===== src/rtl/uart_hex_line_formatter.sv =====
// Latches a block of words on start and sends them to a uart as uppercase hex ASCII:
// words separated by SEPARATOR, line ended with CR LF. Define LINE_NUMBER_EN to prefix a 16-bit line count.
module uart_hex_line_formatter #(
    parameter int          NUMBER_OF_WORDS  = 2,
    parameter int          NYBBLES_PER_WORD = 4,
    parameter logic [7:0]  SEPARATOR        = 8'h20
) (
    input  logic                                            clock,
    input  logic                                            reset,
    input  logic                                            start,
    input  logic [NUMBER_OF_WORDS*NYBBLES_PER_WORD*4-1:0]  data,
    output logic                                            busy,
    output logic                                            done,
    input  logic                                            uart_busy,
    output logic                                            uart_wr,
    output logic [7:0]                                      uart_dat
);
    // state  | meaning
    // IDLE   | waiting for start, busy low
    // LOAD   | present current byte and raise uart_wr
    // STROBE | drop uart_wr
    // GUARD  | one cycle for the uart to raise uart_busy
    // WAIT   | wait for uart_busy low, then next byte or finish

    localparam int DATA_W = NUMBER_OF_WORDS * NYBBLES_PER_WORD * 4;
`ifdef LINE_NUMBER_EN
    localparam int PREFIX_BYTES = 5;
`else
    localparam int PREFIX_BYTES = 0;
`endif
    localparam int TOTAL_BYTES = NUMBER_OF_WORDS * NYBBLES_PER_WORD + (NUMBER_OF_WORDS - 1) + 2 + PREFIX_BYTES;
    localparam int INDEX_W     = $clog2(TOTAL_BYTES + 5);

    localparam logic [INDEX_W-1:0] LAST_INDEX = INDEX_W'(TOTAL_BYTES - 1);
    localparam logic [INDEX_W-1:0] CR_INDEX   = INDEX_W'(TOTAL_BYTES - 2);
    localparam logic [3:0]         WORD_END   = 4'(NYBBLES_PER_WORD);

    typedef enum logic [2:0] {IDLE, LOAD, STROBE, GUARD, WAIT} state_t;

    state_t               state;
    logic [DATA_W-1:0]    data_reg;
    logic [INDEX_W-1:0]   byte_index;
    logic [3:0]           nybble_count;
    logic [7:0]           current_byte;
    logic                 in_prefix;
    logic                 in_tail;
    logic                 is_last;

    function automatic logic [7:0] hex_ascii(input logic [3:0] n);
        return (n < 4'd10) ? (8'h30 + {4'h0, n}) : (8'h37 + {4'h0, n});
    endfunction

`ifdef LINE_NUMBER_EN
    logic [15:0] line_count;
    logic [15:0] prefix_shift;

    always_comb begin
        prefix_shift = line_count << {byte_index[1:0], 2'b00};
        in_prefix    = (byte_index < INDEX_W'(PREFIX_BYTES));
    end
`else
    always_comb begin
        in_prefix = 1'b0;
    end
`endif

    always_comb begin
        in_tail = (byte_index >= CR_INDEX);
        is_last = (byte_index == LAST_INDEX);
    end

    // The data register shifts left as digits go out, so its top nybble is always the next digit.
    always_comb begin
        current_byte = hex_ascii(data_reg[DATA_W-1 -: 4]);
        if (nybble_count == WORD_END)
            current_byte = SEPARATOR;
`ifdef LINE_NUMBER_EN
        if (in_prefix)
            current_byte = (byte_index == INDEX_W'(4)) ? SEPARATOR : hex_ascii(prefix_shift[15:12]);
`endif
        if (byte_index == CR_INDEX)
            current_byte = 8'h0D;
        if (is_last)
            current_byte = 8'h0A;
    end

    always_ff @(posedge clock) begin
        if (reset) begin
            state        <= IDLE;
            busy         <= 1'b0;
            done         <= 1'b0;
            uart_wr      <= 1'b0;
            uart_dat     <= 8'h00;
            data_reg     <= '0;
            byte_index   <= '0;
            nybble_count <= '0;
`ifdef LINE_NUMBER_EN
            line_count   <= 16'h0000;
`endif
        end else begin
            done <= 1'b0;
            case (state)
                IDLE: begin
                    if (start) begin
                        data_reg     <= data;
                        busy         <= 1'b1;
                        byte_index   <= '0;
                        nybble_count <= '0;
                        state        <= LOAD;
                    end
                end
                LOAD: begin
                    uart_dat <= current_byte;
                    uart_wr  <= 1'b1;
                    state    <= STROBE;
                end
                STROBE: begin
                    uart_wr <= 1'b0;
                    state   <= GUARD;
                end
                GUARD: begin
                    state <= WAIT;
                end
                WAIT: begin
                    if (!uart_busy) begin
                        if (is_last) begin
                            busy  <= 1'b0;
                            done  <= 1'b1;
                            state <= IDLE;
`ifdef LINE_NUMBER_EN
                            line_count <= line_count + 16'h0001;
`endif
                        end else begin
                            byte_index <= byte_index + 1'b1;
                            if (!in_prefix && !in_tail) begin
                                if (nybble_count == WORD_END) begin
                                    nybble_count <= '0;
                                end else begin
                                    nybble_count <= nybble_count + 4'd1;
                                    data_reg     <= data_reg << 4;
                                end
                            end
                            state <= LOAD;
                        end
                    end
                end
                default: begin
                    state   <= IDLE;
                    uart_wr <= 1'b0;
                    busy    <= 1'b0;
                end
            endcase
        end
    end

endmodule


===== config.mk =====
export PLATFORM = sky130hd
export DESIGN_NAME = uart_hex_line_formatter
export DESIGN_NICKNAME = d
export VERILOG_FILES = /design/src/rtl/uart_hex_line_formatter.sv
export SDC_FILE = /design/constraint.sdc
export NUM_CORES = 1
export LEC_CHECK = 0
export CAP_MARGIN = 15
export CORE_AREA = 2 2 72 74
export CTS_BUF_LIST = sky130_fd_sc_hd__clkbuf_4
export CTS_CLUSTER_SIZE = 14
export DETAILED_ROUTE_END_ITERATION = 16
export DIE_AREA = 0 0 74 76
export GPL_TIMING_DRIVEN = 0
export PLACE_DENSITY = 0.8
export SLEW_MARGIN = 25
export SYNTH_ARGS = -nofsm -noshare
export SYNTH_HDL_FRONTEND = slang
export SYNTH_SLANG_ARGS = --single-unit
export TNS_END_PERCENT = 5

===== constraint.sdc =====
create_clock -name clock -period 2.7 [get_ports clock]
set_input_delay 0.54 -clock clock [delete_from_list [all_inputs] [get_ports clock]]
set_output_delay 0.54 -clock clock [all_outputs]
set_load 0.01 [all_outputs]

==> results of run 1 <==
==> stage by stage <==
| step | setup slack (ps) | utilization, % | hold slack [ps] |
|---|---|---|---|
| finish | 494 | 63.4 | 460 |
| floorplan | 830 | - | 441 |
| global placement | 462 | 62.2 | 441 |
| detailed placement | 460 | 62.2 | 445 |
| global route | 380 | 63.4 | 483 |
| CTS | 501 | 63.4 | 465 |
==> power by group through the flow <==
stage	sequential [W]	combinational, W	clock (W)
after floorplan	0.000919	0.000235	0
after global placement	0.000924	0.000363	0
after detailed placement	0.000927	0.000371	0
after CTS	0.000909	0.000372	0.000375
after global routing	0.000920	0.000411	0.000406
final	0.000911	0.000371	0.000372
==> worst max path at each step <==
stage                        end  slack (ps)     startpoint  cells past startpoint
finish               data_reg[9]         490  byte_index[0]                      7
global route         data_reg[9]         380  byte_index[0]                      7
CTS                  data_reg[9]         500  byte_index[0]                      7
detailed placement  data_reg[16]         460          reset                      5
global placement    data_reg[15]         460          start                      7
floorplan           data_reg[10]         830  byte_index[0]                      7
==> placed cells by master (no fill, tap or decap), types with 3 or more instances in the layout <==
master           count
clkbuf_1             7
inv_1               13
buf_2                8
clkdlybuf4s50_1     45
and3b_1              3
a21oi_1             10
o31ai_1              4
dfxtp_1             53
o221a_1             26
nor2_1              62
nor4b_1              3
nand4_1              3
ha_1                 7
a21boi_0             3
buf_6                3
o32ai_1              4
o21ai_0             10
nor3_1               4
nand2_1              8
and2b_1              3
clkbuf_4             6
nand3_1              5
==> Yosys cell counts, types with 3 or more instances <==
master	number
nand3_1	5
nor3_1	4
nand4_1	3
o221a_1	26
inv_1	13
and3b_1	3
and2b_1	3
o21ai_0	10
clkbuf_1	7
o31ai_1	4
a21oi_1	10
nor2_1	62
dfxtp_1	53
nor4b_1	3
nand2_1	8
buf_2	8
o32ai_1	4
ha_1	7
a21boi_0	3
buf_6	3
==> worst reg2reg max path: cells and delay by family (launching register included) <==
kind,cells,cell delay (ps)
compound gates,2,500
fa+ha+maj,1,240
flops,1,450
simple gates,2,560
buf+inv,2,370
==> per-layer routing <==
metal	part of all wire, %	wire length [um]	global-route usage (%)	vias to the layer above
met5	0	0	0	-
met2	47	2670	33.2	56
li1	-	-	-	1119
met1	47	2630	28.7	1026
met3	4.9	278	4.76	6
met4	1.2	67	5.45	0
==> logic make-up after synthesis <==
group                      after synthesis  synth area share [%]
AOI/OAI and AO/OA                       73                  24.5
xor gates and xnor gates                 2                 0.696
adders and majority gates                7                  3.48
buffers and inverters                   33                  6.36
DFF                                     53                  42.1
muxes                                    2                 0.795
other                                    1                 0.149
and+or+nand+nor                        109                  21.9
==> area by class of cell <==
cell class / count / area, um^2
buffer: 19 / 108
clock inverter: 2 / 15.0
fill: 432 / 1800
multi-input combinational: 194 / 1300
sequential: 53 / 1060
clock buffer: 6 / 45.0
tap: 70 / 87.6
inverter: 14 / 52.6
timing repair buffer: 45 / 450
==> out/metrics.yaml, run 1 <==
run_status:
  status: "completed"
sta:
  fmax_ghz: 0.453
  setup_tns_ps: 0
  rsz0062_at_grt: "no"
  worst_clock_skew_ps: 9.02
  fin_crit_ps: 2210
  report.final.slew_viol_count: 0
  report.final.hold_viol_count: 0
  fin_crit_sh_pct: 81.7
  setup_viol: 0
worst_hold_path:
  hp-start: "uart_dat[5]"
  hold_depth: 2
  worstHoldEndpoint: "uart_dat[5]"
  hp-class: "flip-flop to flip-flop"
clock_tree:
  post_cts_buffers: 0
  numCtsBuffers: 5
  cts.sinks: 53
  path_clk_slew_ps: 160
  hold_buffers: 0
  cts_tree: "yes"
  clock_path_buffers: 2
  ctsResizeCount: 0
  htreeDepth: 2
  clk_latency_ps: 390
  cts_root_buf: "clkbuf_4"
yosys:
  ys_top_cells_by_area: "dfxtp_1, o221a_1, nor2_1"
  async_reset_ff_share_pct: 0
  synth_cell_type_count: 52
  ys_ff_latch: 53
  syn_inst: 280
  syn_area_mm2: 0.00252
  avgSynthCellArea_um2: 9.00
  yosysWarnings: 0
  synthesis.nets: 323
  ys_seq_area_share_pct: 42.1
  synth.largest_area_cell: "dfxtp_1"
  yosysTopAreaCellShare_pct: 42.1
  yosys_most_used_dff: "dfxtp_1"
  synth_edf_count: 0
power_and_ir_drop:
  p_per_area_mw_per_mm2: 531
  vdd_ir_drop_max_mv: 0.307
  p_clk_share_pct: 22.5
  p_leak_nw: 1.14
  switching_power_w: 0.000488
  p_sw_share_pct: 29.5
  power_frac_comb_pct: 22.4
  total_power_w: 0.00165
  seqPwrFrac_pct: 55.1
  p_int_w: 0.00117
finish:
  largest_reg_flops: 32
  instances_no_fill: 403
  drive_gt1_share_pct: 9.01
  fin_area_mm2: 0.00312
  diodes: 0
  nets: 375
  syn2layout_area_growth_pct: 23.7
route:
  avgViaCountPerCell: 5.48
  drc_errors: 0
  vias: 2207
  dr.pass1.iters: 4
  wl_per_cell_um: 14.0
  postRouteAntennaNets: 0
  drtIter0Drc: 103
  wirelength_um: 5640
critical_path:
  cp_top_family: "simple AND/OR/NAND/NOR gates"
  r2r-end: "data_reg[9]"
  slowest_stage: "dfxtp_1"
  cp.arrival_ps: 2500
  crit_type: "flip-flop to flip-flop"
  cp-end-kind: "flip-flop"
  required_ps: 2990
  cp_cell_sequence: "inv_1, ha_1, nor4b_2, o21a_2, nand3_2, buf_2, o221a_1"
  reg2reg_depth: 7
  reg2reg_slack_ps: 490
  cpPeakStageDelay_ps: 450
  cp_max_fo: 10
  r2r_start: "byte_index[0]"
  crit_buf_inv: 2
  crit_path_start_kind: "flip-flop"
placed_design:
  port_buffers: 45
  gp_congestion: 0.861
  place_area_mm2: 0.00306
  dp_cells: 395
  dp_hpwl_um: 4200
floorplanning:
  die-area_mm2: 0.00562
  ios: 47
  rows: 26
  die_height_um: 76
  core_area_mm2: 0.00491
  initial_core_util_pct: 51.3
  die_x_um: 74
global_routing:
  grt_max_degree: 17
  grt_pass1_wl_um: 9290
  gr-usage-all-layers_pct: 21.0
  gr-total-overflow: 0
  grt_pass1_vias: 1991
  antenna_found_initial: 0
run:
  cap_violations: 0
Power figures use the tool's default switching activity.
==> run 2, diff against run 1 <==
==> constraint.sdc (replaced) <==
create_clock -name clock -period 2.15 [get_ports clock]
set_input_delay 0.43 -clock clock [delete_from_list [all_inputs] [get_ports clock]]
set_output_delay 0.43 -clock clock [all_outputs]
set_load 0.01 [all_outputs]
==> out/metrics.yaml, run 2 (synthesis gave the netlist of run 1 again) <==
sta:
  fin_crit_ps: 2000  # -204 ps
  worst_clock_skew_ps: 6.91  # -2.11 ps
  fmax_ghz: 0.499  # +10%
  setup_viol: 0  # unchanged
  setup_tns_ps: 0  # unchanged
  fin_crit_sh_pct: 93.1  # +11 points
  report.final.slew_viol_count: 0  # unchanged
  hold_ws_ps: 460  # -0.255 ps
  rsz0062_at_grt: "no"
  report.final.hold_viol_count: 0  # unchanged
power_and_ir_drop:
  p_leak_nw: 1.15  # +1.4%
  vdd_ir_drop_max_mv: 0.382  # +25%
  p_per_area_mw_per_mm2: 662  # +25%
global_routing:
  grt_max_degree: 17  # unchanged
  antenna_found_initial: 0  # unchanged
  gr-total-overflow: 0  # unchanged
  grt_pass1_wl_um: 9290  # unchanged
  gr-usage-all-layers_pct: 21.0  # unchanged
  grt_pass1_vias: 1991  # unchanged
critical_path:
  crit_path_start_kind: "flip-flop"
  cpPeakStageDelay_ps: 400  # -50 ps
  cp_cell_sequence: "inv_1, ha_1, nor4b_4, o21a_2, nand3_4, buf_4, o221a_1"
  cp.arrival_ps: 2290  # -210 ps
  crit_type: "flip-flop to flip-flop"
  reg2reg_depth: 7  # unchanged
  cp_max_fo: 10  # unchanged
  crit_buf_inv: 2  # unchanged
  cp-end-kind: "flip-flop"
  cp_num_cells: 7  # unchanged
  required_ps: 2440  # -550 ps
  slowest_stage: "dfxtp_2"
  cp_top_family: "compound AO/OA/AOI/OAI gates"
floorplanning:
  core_area_mm2: 0.00491  # unchanged
  rows: 26  # unchanged
  initial_core_util_pct: 51.3  # unchanged
  ios: 47  # unchanged
  die_x_um: 74  # unchanged
  die_height_um: 76  # unchanged
  die-area_mm2: 0.00562  # unchanged
clock_tree:
  clk_latency_ps: 380  # about the same
  numCtsBuffers: 5  # unchanged
  post_cts_buffers: 0  # unchanged
  clock_path_buffers: 2  # unchanged
  cts_tree: "yes"
  path_clk_slew_ps: 150  # about the same
  cts.sinks: 53  # unchanged
  htreeDepth: 2  # unchanged
  cts_root_buf: "clkbuf_4"
placed_design:
  gp_congestion: 0.861  # unchanged
  dp_hpwl_um: 4200  # unchanged
  port_buffers: 45  # unchanged
  dp_cells: 395  # unchanged
finish:
  syn2layout_area_growth_pct: 24.6
  instances_no_fill: 403  # unchanged
  final_cell_mix: "nor2_1, dfxtp_1, clkdlybuf4s50_1"
  mostFrequentLayoutCell: "nor2_1"
  largest_reg_flops: 32  # unchanged
  drive_gt1_share_pct: 9.31  # +0.30 points
  diodes: 0  # unchanged
  nets: 375  # unchanged
route:
  avgViaCountPerCell: 5.52  # +0.82%
  drtIter0Drc: 118  # +15%
  vias: 2225  # +0.82%
  drc_errors: 0  # unchanged
  postRouteAntennaNets: 0  # unchanged
  wl_per_cell_um: 14.0  # about the same
  wirelength_um: 5640  # about the same
  dr.pass1.iters: 4  # unchanged
run_status:
  status: "completed"
run:
  cap_violations: 0  # unchanged
worst_hold_path:
  hp-class: "flip-flop to flip-flop"
  hold_depth: 2  # unchanged
[run 2: cell types whose count changed in the layout (fill, tap and decap cells not counted)]
| cell | before | now |
|---|---|---|
| nor4b_2 | 1 | 0 |
| dfxtp_2 | 0 | 1 |
| nand3_4 | 0 | 1 |
| nor4b_4 | 0 | 1 |
| dfxtp_1 | 53 | 52 |
| buf_4 | 1 | 3 |
| buf_2 | 8 | 6 |
| nand3_2 | 1 | 0 |
[run 2: layout make-up]
type,instances,area [um^2]
fill,427,1770
multi-input combinational,194,1310
sequential,53,1060
timing repair buffer,45,450
buffer,19,113
tap,70,87.6
inverter,14,52.6
clock buffer,6,45.0
clock inverter,2,15.0
[run 2: worst paths after layout]
kind / start / to / slack [ps]
max reg2reg: byte_index[0] / data_reg[9] / 150
min: uart_dat[5] / uart_dat[5] / 460
min reg2reg: uart_dat[5] / uart_dat[5] / 460
max: byte_index[0] / data_reg[9] / 150
[run 2: routing by layer]
layer	track usage [%]	routed length, um
met3	4.76	325
met5	0	0
met4	5.45	71
met2	33.2	2680
met1	28.7	2570
[run 2: what timing repair did]
item                       in CTS  in global routing
cloned                          0                  0
hold buffers                    0                  0
hold endpoints to repair        0                  0
gates resized for setup         1                  6
setup endpoints to repair      20                 20
[run 2: worst min-delay path, delay by kind of cell (launching register included)]
family             cells  cell delay, ps
DFF                    1             340
and+or+nand+nor        1              50
AOI/OAI and AO/OA      1              50
[run 2: through the flow]
step           cell area [um^2]  total power (W)  util, %  setup WS, ps
5_1_grt                    3140          0.00219     63.9          53.6
6_report                   3140          0.00208     63.9           148
3_3_place_gp               3060          0.00162     62.2          22.4
4_1_cts                    3120          0.00208     63.5          25.0
2_1_floorplan              2520          0.00145        -           280
3_5_place_dp               3060          0.00163     62.2         -30.8
[run 2: report_power, final]
part           total (W)  leakage (nW)  internal [W]  switching, W
sequential       0.00114         0.436       0.00108     0.0000632
combinational   0.000471         0.688      0.000247      0.000224
clock           0.000463        0.0279      0.000141      0.000323
